$ cat src/rtl/inst_fetch_port.sv
// inst_fetch_port: instruction-side responder for the pipelined RV32I core.
// Serves the fetch address from a one-entry buffer and turns each miss into
// a request/grant/response transaction on the instruction-memory bus.
// Responses are dropped when a redirect or flush makes them stale.
// Ports:
//   clk_i, rst_ni               clock, asynchronous active-low reset
//   pc_i, flush_i               fetch address, buffer/fetch invalidate
//   inst_o, inst_valid_o        instruction to IF/ID (NOP when not valid)
//   stall_o, fetch_fault_o      bubble request, sticky fault
//   mem_req_o, mem_addr_o       bus request and word-aligned address
//   mem_gnt_i                   request accepted
//   mem_rvalid_i, mem_rdata_i   response valid and data
//   mem_err_i                   response error (qualified by rvalid)
module inst_fetch_port #(
    parameter logic [31:0] NOP     = 32'h0000_0013,
    parameter int unsigned TIMEOUT = 255
) (
    input  logic        clk_i,
    input  logic        rst_ni,
    input  logic [31:0] pc_i,
    input  logic        flush_i,
    output logic [31:0] inst_o,
    output logic        inst_valid_o,
    output logic        stall_o,
    output logic        fetch_fault_o,
    output logic        mem_req_o,
    output logic [31:0] mem_addr_o,
    input  logic        mem_gnt_i,
    input  logic        mem_rvalid_i,
    input  logic [31:0] mem_rdata_i,
    input  logic        mem_err_i
);

    localparam int unsigned CNT_W  = $clog2(TIMEOUT + 1);
    localparam int unsigned WORD_W = 30;

    typedef enum logic [1:0] {
        S_IDLE = 2'd0,
        S_REQ  = 2'd1,
        S_WAIT = 2'd2
    } state_e;

    state_e              state_q, state_d;
    logic [WORD_W-1:0]   buf_addr_q, buf_addr_d;
    logic [31:0]         buf_data_q, buf_data_d;
    logic                buf_vld_q, buf_vld_d;
    logic [WORD_W-1:0]   req_addr_q, req_addr_d;
    logic                discard_q, discard_d;
    logic [CNT_W-1:0]    cnt_q, cnt_d;
    logic                fault_q, fault_d;

    logic [WORD_W-1:0]   pc_word;
    logic                aligned_c;
    logic                hit_c;
    logic                stale_c;
    logic                valid_c;
    logic                req_c;
    logic [31:0]         addr_c;

    assign pc_word   = pc_i[31:2];
    assign aligned_c = (pc_i[1:0] == 2'b00);
    assign hit_c     = buf_vld_q && (pc_word == buf_addr_q) && !flush_i;
    // The outstanding fetch no longer matches what the core wants.
    assign stale_c   = (pc_word != req_addr_q) || flush_i;
    assign valid_c   = (state_q == S_IDLE) && hit_c && aligned_c;

    // State register
    always_ff @(posedge clk_i or negedge rst_ni) begin
        if (!rst_ni) begin
            state_q    <= S_IDLE;
            buf_addr_q <= '0;
            buf_data_q <= '0;
            buf_vld_q  <= 1'b0;
            req_addr_q <= '0;
            discard_q  <= 1'b0;
            cnt_q      <= '0;
            fault_q    <= 1'b0;
        end else begin
            state_q    <= state_d;
            buf_addr_q <= buf_addr_d;
            buf_data_q <= buf_data_d;
            buf_vld_q  <= buf_vld_d;
            req_addr_q <= req_addr_d;
            discard_q  <= discard_d;
            cnt_q      <= cnt_d;
            fault_q    <= fault_d;
        end
    end

    // Next-state and bus request logic
    always_comb begin
        state_d    = state_q;
        buf_addr_d = buf_addr_q;
        buf_data_d = buf_data_q;
        buf_vld_d  = buf_vld_q;
        req_addr_d = req_addr_q;
        discard_d  = discard_q;
        cnt_d      = cnt_q;
        fault_d    = fault_q;
        req_c      = 1'b0;
        addr_c     = 32'h0;

        unique case (state_q)
            S_IDLE: begin
                discard_d = 1'b0;
                cnt_d     = '0;
                if (!hit_c && aligned_c && !fault_q) begin
                    req_c      = 1'b1;
                    addr_c     = {pc_word, 2'b00};
                    req_addr_d = pc_word;
                    state_d    = mem_gnt_i ? S_WAIT : S_REQ;
                end
            end
            S_REQ: begin
                // Address stays pinned to the latched request until granted.
                req_c  = 1'b1;
                addr_c = {req_addr_q, 2'b00};
                if (stale_c) discard_d = 1'b1;
                if (mem_gnt_i) state_d = S_WAIT;
            end
            S_WAIT: begin
                cnt_d = cnt_q + CNT_W'(1);
                if (stale_c) discard_d = 1'b1;
                if (mem_rvalid_i) begin
                    state_d   = S_IDLE;
                    discard_d = 1'b0;
                    if (mem_err_i) begin
                        fault_d   = 1'b1;
                        buf_vld_d = 1'b0;
                    end else if (!(discard_q || stale_c)) begin
                        buf_addr_d = req_addr_q;
                        buf_data_d = mem_rdata_i;
                        buf_vld_d  = 1'b1;
                    end
                end else if (cnt_q == CNT_W'(TIMEOUT)) begin
                    state_d   = S_IDLE;
                    discard_d = 1'b0;
                    fault_d   = 1'b1;
                    buf_vld_d = 1'b0;
                end
            end
            default: state_d = S_IDLE;
        endcase

        if (!aligned_c) fault_d = 1'b1;
        // Flush wins over any same-cycle buffer write.
        if (flush_i) buf_vld_d = 1'b0;
    end

    // Outputs are forced to their idle values while reset is held.
    assign inst_valid_o  = rst_ni && valid_c;
    assign inst_o        = inst_valid_o ? buf_data_q : NOP;
    assign stall_o       = rst_ni && !valid_c && aligned_c && !fault_q;
    assign fetch_fault_o = fault_q;
    assign mem_req_o     = rst_ni && req_c;
    assign mem_addr_o    = rst_ni ? addr_c : 32'h0;

endmodule

$ cat config.mk
export PLATFORM = sky130hd
export DESIGN_NAME = inst_fetch_port
export DESIGN_NICKNAME = d
export VERILOG_FILES = /design/src/rtl/inst_fetch_port.sv
export SDC_FILE = /design/constraint.sdc
export NUM_CORES = 1
export LEC_CHECK = 0
export BUFFER_PORTS_ARGS = -buffer_cell sky130_fd_sc_hd__buf_4
export CORE_ASPECT_RATIO = 2
export CORE_MARGIN = 2
export CORE_UTILIZATION = 45
export CTS_CLUSTER_DIAMETER = 120
export DETAILED_ROUTE_END_ITERATION = 8
export GPL_TIMING_DRIVEN = 0
export PLACE_DENSITY = 0.74
export SLEW_MARGIN = 10
export SYNTH_ARGS = -nofsm -noshare
export SYNTH_HDL_FRONTEND = slang
export SYNTH_SLANG_ARGS = --single-unit
export TNS_END_PERCENT = 30
$ cat constraint.sdc
create_clock -name clk_i -period 3.14 [get_ports clk_i]
set_input_delay 0.785 -clock clk_i [delete_from_list [all_inputs] [get_ports clk_i]]
set_output_delay 0.785 -clock clk_i [all_outputs]
set_load 0.005 [all_outputs]
==> out/metrics.cfg, run 1 <==
[clocking]
insertion_delay_ps = 350
clk_path_buf_depth = 2
cts_root_buf = clkbuf_16
cts.sinks = 105
numCtsBuffers = 9
path_clk_slew_ps = 70
h-tree-depth = 3
hold_buffers = 0
cts_tree = done

[worst_setup_path]
cp_max_fo = 7
cp_cell_sequence = buf_4 > xnor2_1 > nand2_1 > nor4_4 > and3_4 > and4_4 > buf_6 > and2_1 > buf_4
cpMostUsedCell = buf_4
worstSetupEndpoint = inst_o[25]
endpoint_kind = primary output
crit_required_ps = 2350
r2r-end = buf_addr_q[11]
arrival_ps = 2680
critPathBufInv = 3
reg2regPathDepth = 8
r2r_start = req_addr_q[18]
cp-startpoint = pc_i[7]
crit_path_max_incr_delay_ps = 340
start_kind = input pin
crit_type = in -> out
rrSetupSlack_ps = 360
slowest_stage = and4_4
crit_family = simple AND/OR/NAND/NOR gates
crit_cells = 9

[timing]
maxSlewHeadroom = 0.4672
skew_ps = 8.967
slew_viol_final = 0
setup_viol = 64
finalCritPeriodShare = 1.102
final_hold_viol_count = 0
rsz0062_at_grt = true
fin_crit_ps = 3462
worst_slack_ps = -321.8
fmax_mhz = 288.9
worstMarginPinSlew_ps = 789.2

[logic_synthesis]
synthesis.area_um2 = 5901
synthSimpleGateAreaFrac = 0.1406
syn_area_per_cell_um2 = 11.48
async_reset_ff_frac = 1.000
synth_compound_area_frac = 0.05598
syn_inst = 514
ys_warn_count = 0
synth_top_family_by_area = multiplexers
synth_xor_area_frac = 0.08015
synth.area.mux_share = 0.2188
synth_seq_area_share = 0.4453
ys_types = 42
synth-seq-cells = 105
synth_top_area_frac = 0.4453
synth_top_flop_cell = dfrtp_1
synthTopCellsByArea = dfrtp_1, mux2_4, mux2_2
synth_edf_count = 0
synth_fa_ha_area_frac = 0.01060
synth_most_common_cell = dfrtp_1
yosysTopAreaCell = dfrtp_1
synth_commonest_cells = dfrtp_1, mux2_4, nand2_1

[finish]
design_area_um2 = 8233
stdcell_count = 844
regArea_um2 = 2628
final_nets = 762
antennaDiodeCount = 0
multi_input_comb_area_um2 = 3329
fillCellCount = 967
area_growth_pct = 39.53
drive_gt1_frac = 0.5159

[routing]
avgViaCountPerCell = 5.526
wl_per_cell_um = 20.17
dr.pass1.iters = 5
first_iter_violations = 209
drc = 0
vias = 4664
wirelength_um = 17020
ant_nets = 0

[placement]
post_dp_cell_area_um2 = 7112
place.gp.congestion = 0.8684
dp_hpwl_um = 11950
placed_cells = 802
io_buffers = 135

[pwr]
irDropWorstVdd_mv = 0.3003
total_leakage_power_nw = 3.950
power.density_nw_per_um2 = 345.9

[die]
start_util = 0.4568
die_w_um = 84.97
die_area_um2 = 14100
die_h_um = 165.9
rows = 59
ios = 138
core_region_area_um2 = 12920

[global_route]
grt_antenna_before_repair = 0
grt_overflow = 0
grt_pass1_wl_um = 25740
groute.usage.overall = 0.2362
grt_max_degree = 107
grt_pass1_vias = 4901

[status]
outcome = finished, violations left
violations = negative setup slack

[min_path]
worstHoldPathType = in -> async

[job]
maxCapViolCount = 0

[cell usage in the layout (no fill, tap or decap), drive strengths merged, types with 2 or more instances in the layout]
cell type	count
nand2	45
nor4	8
a21oi	6
xor2	20
conb	2
buf	174
xnor2	34
nand4	9
nand2b	7
o22ai	2
dfrtp	105
o21ai	38
clkbuf	29
and2	29
mux2	92
clkinv	2
and3	3
nor2	7
ha	5
a2111o	2
inv	8
nor3	4
nor2b	7
mux2i	3
nand3	36
[through the flow]
stage                     setup slack (ps)  hold WS, ps  power (mW)  setup TNS, ps    util
after floorplan                      14.88        449.0       1.517              0       -
after global placement               -1058        472.9       1.675         -55260  0.5502
after detailed placement             -1044        476.8       1.685         -63130  0.5505
after CTS                           -244.2        399.4       2.861         -11770  0.6197
after global routing                -327.8        397.8       2.945         -16820  0.6373
final                               -321.8        363.0       2.848         -14990  0.6373
[how the worst min path moves through the flow]
| stage | from | endpoint | slack [ps] | depth (start not counted) |
|---|---|---|---|---|
| 2_1_floorplan | discard_q | discard_q | 450 | 2 |
| 3_3_place_gp | discard_q | discard_q | 470 | 2 |
| 3_5_place_dp | discard_q | discard_q | 480 | 2 |
| 4_1_cts | rst_ni | req_addr_q[2] | 400 | 1 |
| 5_1_grt | rst_ni | req_addr_q[2] | 400 | 1 |
| 6_report | rst_ni | req_addr_q[1] | 360 | 1 |
[kinds of logic after synthesis]
family / after synthesis
DFF: 105
adders and majority gates: 5
and+or+nand+nor: 159
other: 1
AOI/OAI and AO/OA: 57
muxes: 95
buffers and inverters: 38
xor gates and xnor gates: 54
[report_power, final]
group / internal, mW / switching [mW]
Clock: 0.662 / 0.493
Sequential: 1.36 / 0.0133
Combinational: 0.140 / 0.178
Total: 2.16 / 0.684
[layer usage]
metal  wire length, µm  track usage  up-vias
li1                  -            -     2123
met1              5750       0.2432     2300
met2              9472       0.4276      183
met3               754      0.03877       58
met4              1045       0.1511        0
met5                 0            0        -
[timing repair]
action / 4_1_cts / 5_1_grt
pin swaps: 30 / 19
cloned: 6 / 1
buffers inserted: 13 / 7
endpoints found under the setup margin: 65 / 65
gates resized for setup: 120 / 48
[registers in the layout, summed over array words and instances (netlist names)]
name and flops:
req_addr_q 30, fetch_fault_o 1, buf_data_q 32, discard_q 1
buf_vld_q 1, cnt_q 8, state_q 2, buf_addr_q 30
[cell type report]
cell class,instances,share of cell area
clock buffers,12,0.03116
multi-input cells,372,0.4044
plain buffers,29,0.04043
clock inverters,4,0.006231
inverters,8,0.003647
well taps,152,0.02310
repair buffers,162,0.1719
flip-flops and latches,105,0.3191
(Power assumes the default switching activity.)
==> run 2: changes to the inputs <==
--- a/config.mk
+++ b/config.mk
@@ -7,13 +7,13 @@
 export LEC_CHECK = 0
 export BUFFER_PORTS_ARGS = -buffer_cell sky130_fd_sc_hd__buf_4
 export CORE_ASPECT_RATIO = 2
-export CORE_MARGIN = 2
+export CORE_MARGIN = 4
 export CORE_UTILIZATION = 45
 export CTS_CLUSTER_DIAMETER = 120
 export DETAILED_ROUTE_END_ITERATION = 8
 export GPL_TIMING_DRIVEN = 0
-export PLACE_DENSITY = 0.74
-export SLEW_MARGIN = 10
+export PLACE_DENSITY = 0.72
+export SLEW_MARGIN = 25
 export SYNTH_ARGS = -nofsm -noshare
 export SYNTH_HDL_FRONTEND = slang
 export SYNTH_SLANG_ARGS = --single-unit
==> constraint.sdc (replaced) <==
create_clock -name clk_i -period 3.4 [get_ports clk_i]
set_input_delay 0.85 -clock clk_i [delete_from_list [all_inputs] [get_ports clk_i]]
set_output_delay 0.85 -clock clk_i [all_outputs]
set_load 0.005 [all_outputs]
==> run 2 against run 1 <==
The run still ends with negative setup slack left. Worst hold slack improved by 33 ps. Utilization decreased by 3.5 points. Cell area decreased by 5.5%. First-iteration DRC count increased by 2.9%. Wire length decreased by 5.6%. Sequential cell count unchanged. Die area increased by 7.2%. Clock skew about the same. Via count decreased by 4.1%. Total power decreased by 6.1%. Cell count decreased by 2.6%. Largest cell class unchanged.
==> out/metrics.cfg, run 2 (synthesized netlist as in run 1, its figures left out) <==
[worst_setup_path]
crit_cells = 9  ; unchanged
critPathBufInv = 3  ; unchanged
start_kind = input pin  ; unchanged
cp_max_fo = 10  ; was 7
cp_cell_sequence = buf_12 > xnor2_4 > nand4_1 > nor4_4 > and3_4 > and4_4 > buf_6 > and2_1 > buf_4  ; was buf_4 > xnor2_1 > nand2_1 > nor4_4 > and3_4 > and4_4 > buf_6 > and2_1 > buf_4
crit_required_ps = 2550  ; was 2350 ps
slowest_stage = nor4_4  ; was and4_4
crit_family = simple AND/OR/NAND/NOR gates  ; unchanged
reg2regPathDepth = 8  ; unchanged
crit_type = in -> out  ; unchanged
endpoint_kind = primary output  ; unchanged
crit_path_max_incr_delay_ps = 350  ; was 340 ps
arrival_ps = 2710  ; was 2680 ps

[die]
core_region_area_um2 = 12920  ; unchanged
rows = 59  ; unchanged
die_w_um = 88.97  ; was 84.97 µm
ios = 138  ; unchanged
die_h_um = 169.9  ; was 165.9 µm
start_util = 0.4568  ; unchanged
die_area_um2 = 15120  ; was 14100 µm²

[status]
violations = negative setup slack  ; unchanged
outcome = finished, violations left  ; unchanged

[routing]
dr.pass1.iters = 4  ; was 5
avgViaCountPerCell = 5.440  ; was 5.526
first_iter_violations = 215  ; was 209
wl_per_cell_um = 19.56  ; was 20.17 µm
drc = 0  ; unchanged
wirelength_um = 16080  ; was 17020 µm
vias = 4472  ; was 4664
ant_nets = 0  ; unchanged

[finish]
area_growth_pct = 31.89  ; was 39.53%
fillCellCount = 1029  ; was 967
multi_input_comb_area_um2 = 3157  ; was 3329 µm²
stdcell_count = 822  ; was 844
regArea_um2 = 2628  ; unchanged
finish.utilization = 0.6024  ; was 0.6373
antennaDiodeCount = 0  ; unchanged
final_nets = 740  ; was 762
largest_reg_flops = 32  ; unchanged
final_cell_mix = buf_4, dfrtp_1, mux2_4, nand2_1, o21ai_0  ; was buf_4, dfrtp_1, mux2_4, nand2_1, nand3_1
reg_top3 = buf_data_q: 32 flops, buf_addr_q: 30 flops, req_addr_q: 30 flops  ; unchanged
final_common_cell = buf_4  ; unchanged
drive_gt1_frac = 0.4418  ; was 0.5159
largest-register = buf_data_q  ; unchanged
design_area_um2 = 7782  ; was 8233 µm²

[placement]
post_dp_cell_area_um2 = 7112  ; unchanged
placed_cells = 802  ; unchanged
place.gp.congestion = 0.8783  ; was 0.8684
dp_hpwl_um = 12100  ; was 11950 µm
pre_cts_ws_ps = -836.5  ; was -1044 ps
io_buffers = 135  ; unchanged

[clocking]
path_clk_slew_ps = 70  ; about the same
cts.sinks = 105  ; unchanged
cts_root_buf = clkbuf_16  ; unchanged
cts_tree = done  ; unchanged
numCtsBuffers = 9  ; unchanged
insertion_delay_ps = 340  ; was 350 ps
clk_path_buf_depth = 2  ; unchanged
h-tree-depth = 3  ; unchanged

[global_route]
grt_pass1_wl_um = 24450  ; was 25740 µm
use_met2 = 0.3909  ; was 0.4276
grtUsageMet3 = 0.03440  ; was 0.03877
grt_util_met1 = 0.2229  ; was 0.2432
grt_overflow = 0  ; unchanged
groute.usage.overall = 0.2123  ; was 0.2362
grt_max_degree = 107  ; unchanged
grt_pass1_vias = 4779  ; was 4901
grt_antenna_before_repair = 0  ; unchanged
top_usage_layer = met2  ; unchanged

[timing]
slew_viol_final = 0  ; unchanged
maxSlewHeadroom = 0.4602  ; was 0.4672
skew_ps = 8.742  ; was 8.967 ps
worst_slack_ps = -163.6  ; was -321.8 ps
worstMarginPinSlew_ps = 799.6  ; was 789.2 ps
finalCritPeriodShare = 1.048
setup_viol = 61  ; was 64
final_hold_viol_count = 0  ; unchanged
fin_crit_ps = 3564
fmax_mhz = 280.6
rsz0062_at_grt = true  ; unchanged
setup_tns_ps = -5419  ; was -14990 ps

[min_path]
worstHoldPathType = in -> async  ; unchanged

[pwr]
power.density_nw_per_um2 = 343.7  ; was 345.9 nW/µm²
irDropWorstVdd_mv = 0.2847  ; was 0.3003 mV
total_leakage_power_nw = 3.727  ; was 3.950 nW

[job]
maxCapViolCount = 0  ; unchanged

==> run 2: metrics by stage <==
| step | total power [mW] | hold slack [ps] |
|---|---|---|
| 3_3_place_gp | 1.546 | 467.8 |
| 3_5_place_dp | 1.556 | 480.0 |
| 2_1_floorplan | 1.401 | 449.0 |
| 4_1_cts | 2.691 | 466.5 |
| 5_1_grt | 2.769 | 476.6 |
| 6_report | 2.675 | 396.3 |
==> run 2: cell type report <==
type                    instances  area share
flip-flops and latches        105      0.3376
multi-input cells             372      0.4056
clock buffers                  12     0.03167
well taps                     152     0.02444
repair buffers                140      0.1473
plain buffers                  29     0.03971
clock inverters                 4    0.009807
inverters                       8    0.003859
==> run 2: routing by layer <==
metal / wire length, µm / part of all wire
met2: 9016 / 0.56
met4: 689 / 0.043
met5: 0 / 0
met3: 797 / 0.050
met1: 5575 / 0.35
==> run 2: worst paths after layout <==
check,slack (ps),startpoint,endpoint
max in group asynchronous,2500,rst_ni,req_addr_q[8]
min in group clk_i,490,cnt_q[7],cnt_q[7]
setup / recovery,-160,pc_i[9],inst_o[18]
hold / removal,400,rst_ni,cnt_q[0]
hold reg to reg,490,cnt_q[7],cnt_q[7]
setup reg to reg,620,req_addr_q[26],buf_addr_q[10]
==> run 2: what timing repair did <==
item | 4_1_cts | 5_1_grt
endpoints found under the hold margin | 0 | 0
gates cloned | 0 | 1
setup endpoints to repair | 65 | 64
buffers inserted | 2 | 2
pin swaps | 9 | 3
gates resized for setup | 37 | 32
hold buffers | 0 | 0
==> run 2: power breakdown <==
part / internal [mW] / switching (mW)
clock: 0.668 / 0.457
sequential: 1.26 / 0.0115
combinational: 0.124 / 0.156
total: 2.05 / 0.625
==> run 3: changes to the inputs <==
==> constraint.sdc (replaced) <==
create_clock -name clk_i -period 3.6 [get_ports clk_i]
set_input_delay 0.9 -clock clk_i [delete_from_list [all_inputs] [get_ports clk_i]]
set_output_delay 0.9 -clock clk_i [all_outputs]
set_load 0.005 [all_outputs]
==> run 3 against run 2 <==
The run still ends with negative setup slack left. Clock power decreased by 6%. Worst hold slack better by 50 ps. Sequential power decreased by 6%. Setup slack better by 120 ps. Register-to-register slack better by 110 ps. Cell count is 0.12% lower. Sequential cell count stayed put. Via count shrank 0.13%. Sequential share of layout area rose by 0.10 points. Die area unchanged. Highest routed layer unchanged.
==> out/metrics.cfg, run 3 (synthesized netlist as in run 1, its figures left out) <==
[status]
outcome = finished, violations left  ; unchanged
violations = negative setup slack  ; unchanged

[pwr]
power_frac_clock = 0.421  ; about the same
power.density_nw_per_um2 = 326.0  ; was 343.7 nW/µm²
total_leakage_power_nw = 3.715  ; was 3.727 nW
p_int_mw = 1.936  ; was 2.050 mW
swShare = 0.2346  ; was 0.2336
p_seq_frac = 0.474  ; was 0.475
combPwrFrac = 0.105  ; about the same
p_switching_mw = 0.5933  ; was 0.6249 mW
irDropWorstVdd_mv = 0.2684  ; was 0.2847 mV

[finish]
antennaDiodeCount = 0  ; unchanged
final_nets = 739  ; was 740
area_growth_pct = 31.49  ; was 31.89%
largest_reg_flops = 32  ; unchanged
reg_top3 = buf_data_q: 32 flops, buf_addr_q: 30 flops, req_addr_q: 30 flops  ; unchanged
final_cell_mix = buf_4, dfrtp_1, mux2_4, nand2_1, o21ai_0  ; unchanged
drive_gt1_frac = 0.4410  ; was 0.4418
finish.utilization = 0.6006  ; was 0.6024
largest-register = buf_data_q  ; unchanged
final_common_cell = buf_4  ; unchanged

[worst_setup_path]
slowest_stage = nor4_4  ; unchanged
crit_family = simple AND/OR/NAND/NOR gates  ; unchanged
cp_max_fo = 10  ; unchanged
critPathBufInv = 3  ; unchanged
endpoint_kind = primary output  ; unchanged
crit_path_max_incr_delay_ps = 350  ; about the same
crit_type = in -> out  ; unchanged
crit_required_ps = 2700  ; was 2550 ps
start_kind = input pin  ; unchanged
arrival_ps = 2740  ; was 2710 ps
cp_cell_sequence = buf_12 > xnor2_4 > nand4_1 > nor4_4 > and3_4 > and4_4 > buf_6 > and2_1 > buf_4  ; unchanged

[clocking]
cts_tree = done  ; unchanged
path_clk_slew_ps = 70  ; about the same
insertion_delay_ps = 350  ; was 340 ps
cts_root_buf = clkbuf_16  ; unchanged
cts.sinks = 105  ; unchanged
hold_buffers = 0  ; unchanged
numCtsBuffers = 9  ; unchanged
h-tree-depth = 3  ; unchanged
clk_path_buf_depth = 2  ; unchanged

[die]
start_util = 0.4568  ; unchanged
die_w_um = 88.97  ; unchanged
die_h_um = 169.9  ; unchanged
core_region_area_um2 = 12920  ; unchanged
rows = 59  ; unchanged
die_area_um2 = 15120  ; unchanged
ios = 138  ; unchanged

[timing]
skew_ps = 10.20  ; was 8.742 ps
finalHoldWorstSlack_ps = 446.3  ; was 396.3 ps
worst_slack_ps = -41.32  ; was -163.6 ps
fmax_mhz = 274.6
setup_tns_ps = -562.7  ; was -5419 ps
slew_viol_final = 0  ; unchanged
finalCritPeriodShare = 1.011
rsz0062_at_grt = true  ; unchanged
setup_viol = 31  ; was 61
final_hold_viol_count = 0  ; unchanged
worstMarginPinSlew_ps = 816.5  ; was 799.6 ps
fin_crit_ps = 3641
maxSlewHeadroom = 0.4487  ; was 0.4602

[routing]
vias = 4466  ; was 4472
wl_per_cell_um = 19.51  ; was 19.56 µm
wirelength_um = 16020  ; was 16080 µm
drc = 0  ; unchanged
ant_nets = 0  ; unchanged
dr.pass1.iters = 4  ; unchanged
avgViaCountPerCell = 5.440  ; about the same
first_iter_violations = 251  ; was 215

[placement]
dp_hpwl_um = 12100  ; unchanged
pre_cts_ws_ps = -736.5  ; was -836.5 ps
io_buffers = 135  ; unchanged
place.gp.congestion = 0.8783  ; unchanged

[job]
maxCapViolCount = 0  ; unchanged

[min_path]
worstHoldPathType = in -> async  ; unchanged

[global_route]
grt_pass1_wl_um = 24490  ; was 24450 µm
grt_pass1_vias = 4792  ; was 4779
grt_overflow = 0  ; unchanged
grt_antenna_before_repair = 0  ; unchanged
grt_max_degree = 107  ; unchanged
groute.usage.overall = 0.2127  ; was 0.2123

==> run 3: cell type report <==
type	instances	area (µm²)
timing repair buffer	139	1121
buffer	29	307.8
multi-input combinational	372	3159
fill	1028	5160
clock inverter	4	76.32
clock buffer	12	246.5
tap	152	190.2
sequential	105	2628
inverter	8	30.03
==> run 3: through the flow <==
stage	instance area, µm²	instances	total power [mW]
2_1_floorplan	5904	515	1.323
3_3_place_gp	7108	802	1.460
3_5_place_dp	7112	802	1.469
4_1_cts	7630	819	2.541
5_1_grt	7759	821	2.615
6_report	7759	821	2.529
==> run 3: per-layer routing <==
metal  track usage  share of wire
met5             0              0
met4        0.1095          0.045
met1        0.2217           0.35
met3       0.03488          0.050
met2        0.3932           0.56
==> run 3: power by group through the flow <==
stage          sequential (mW)  combinational (mW)  clock [mW]
4_1_cts                   1.20               0.259        1.08
5_1_grt                   1.20               0.288        1.13
3_5_place_dp              1.22               0.247           0
2_1_floorplan             1.22               0.104           0
3_3_place_gp              1.22               0.240           0
6_report                  1.20               0.266        1.06
==> run 3: final timing paths <==
path,depth (start not counted),slack [ps],to,from
worst min register to register,1,500,cnt_q[7],cnt_q[7]
worst min-delay path,1,450,cnt_q[0],rst_ni
worst max-delay path,9,-40,inst_o[21],pc_i[9]
min in group clk_i,1,500,cnt_q[7],cnt_q[7]
worst max register to register,8,730,buf_addr_q[10],req_addr_q[26]
max in group asynchronous,1,2660,req_addr_q[8],rst_ni
==> run 3: worst register-to-register path, stage by stage, from the launching register on <==
cell     delay (ps)
dfrtp_1         430
xor2_1          170
nor4_1          600
nand4_1         190
nor4_2          450
and3_2          290
buf_12          160
buf_12          160
mux2_4          310
==> run 3: what timing repair did <==
item,4_1_cts,5_1_grt
pin swaps,9,5
endpoints found under the setup margin,65,63
resized for setup,39,32
gates cloned,0,1
buffers inserted,2,1
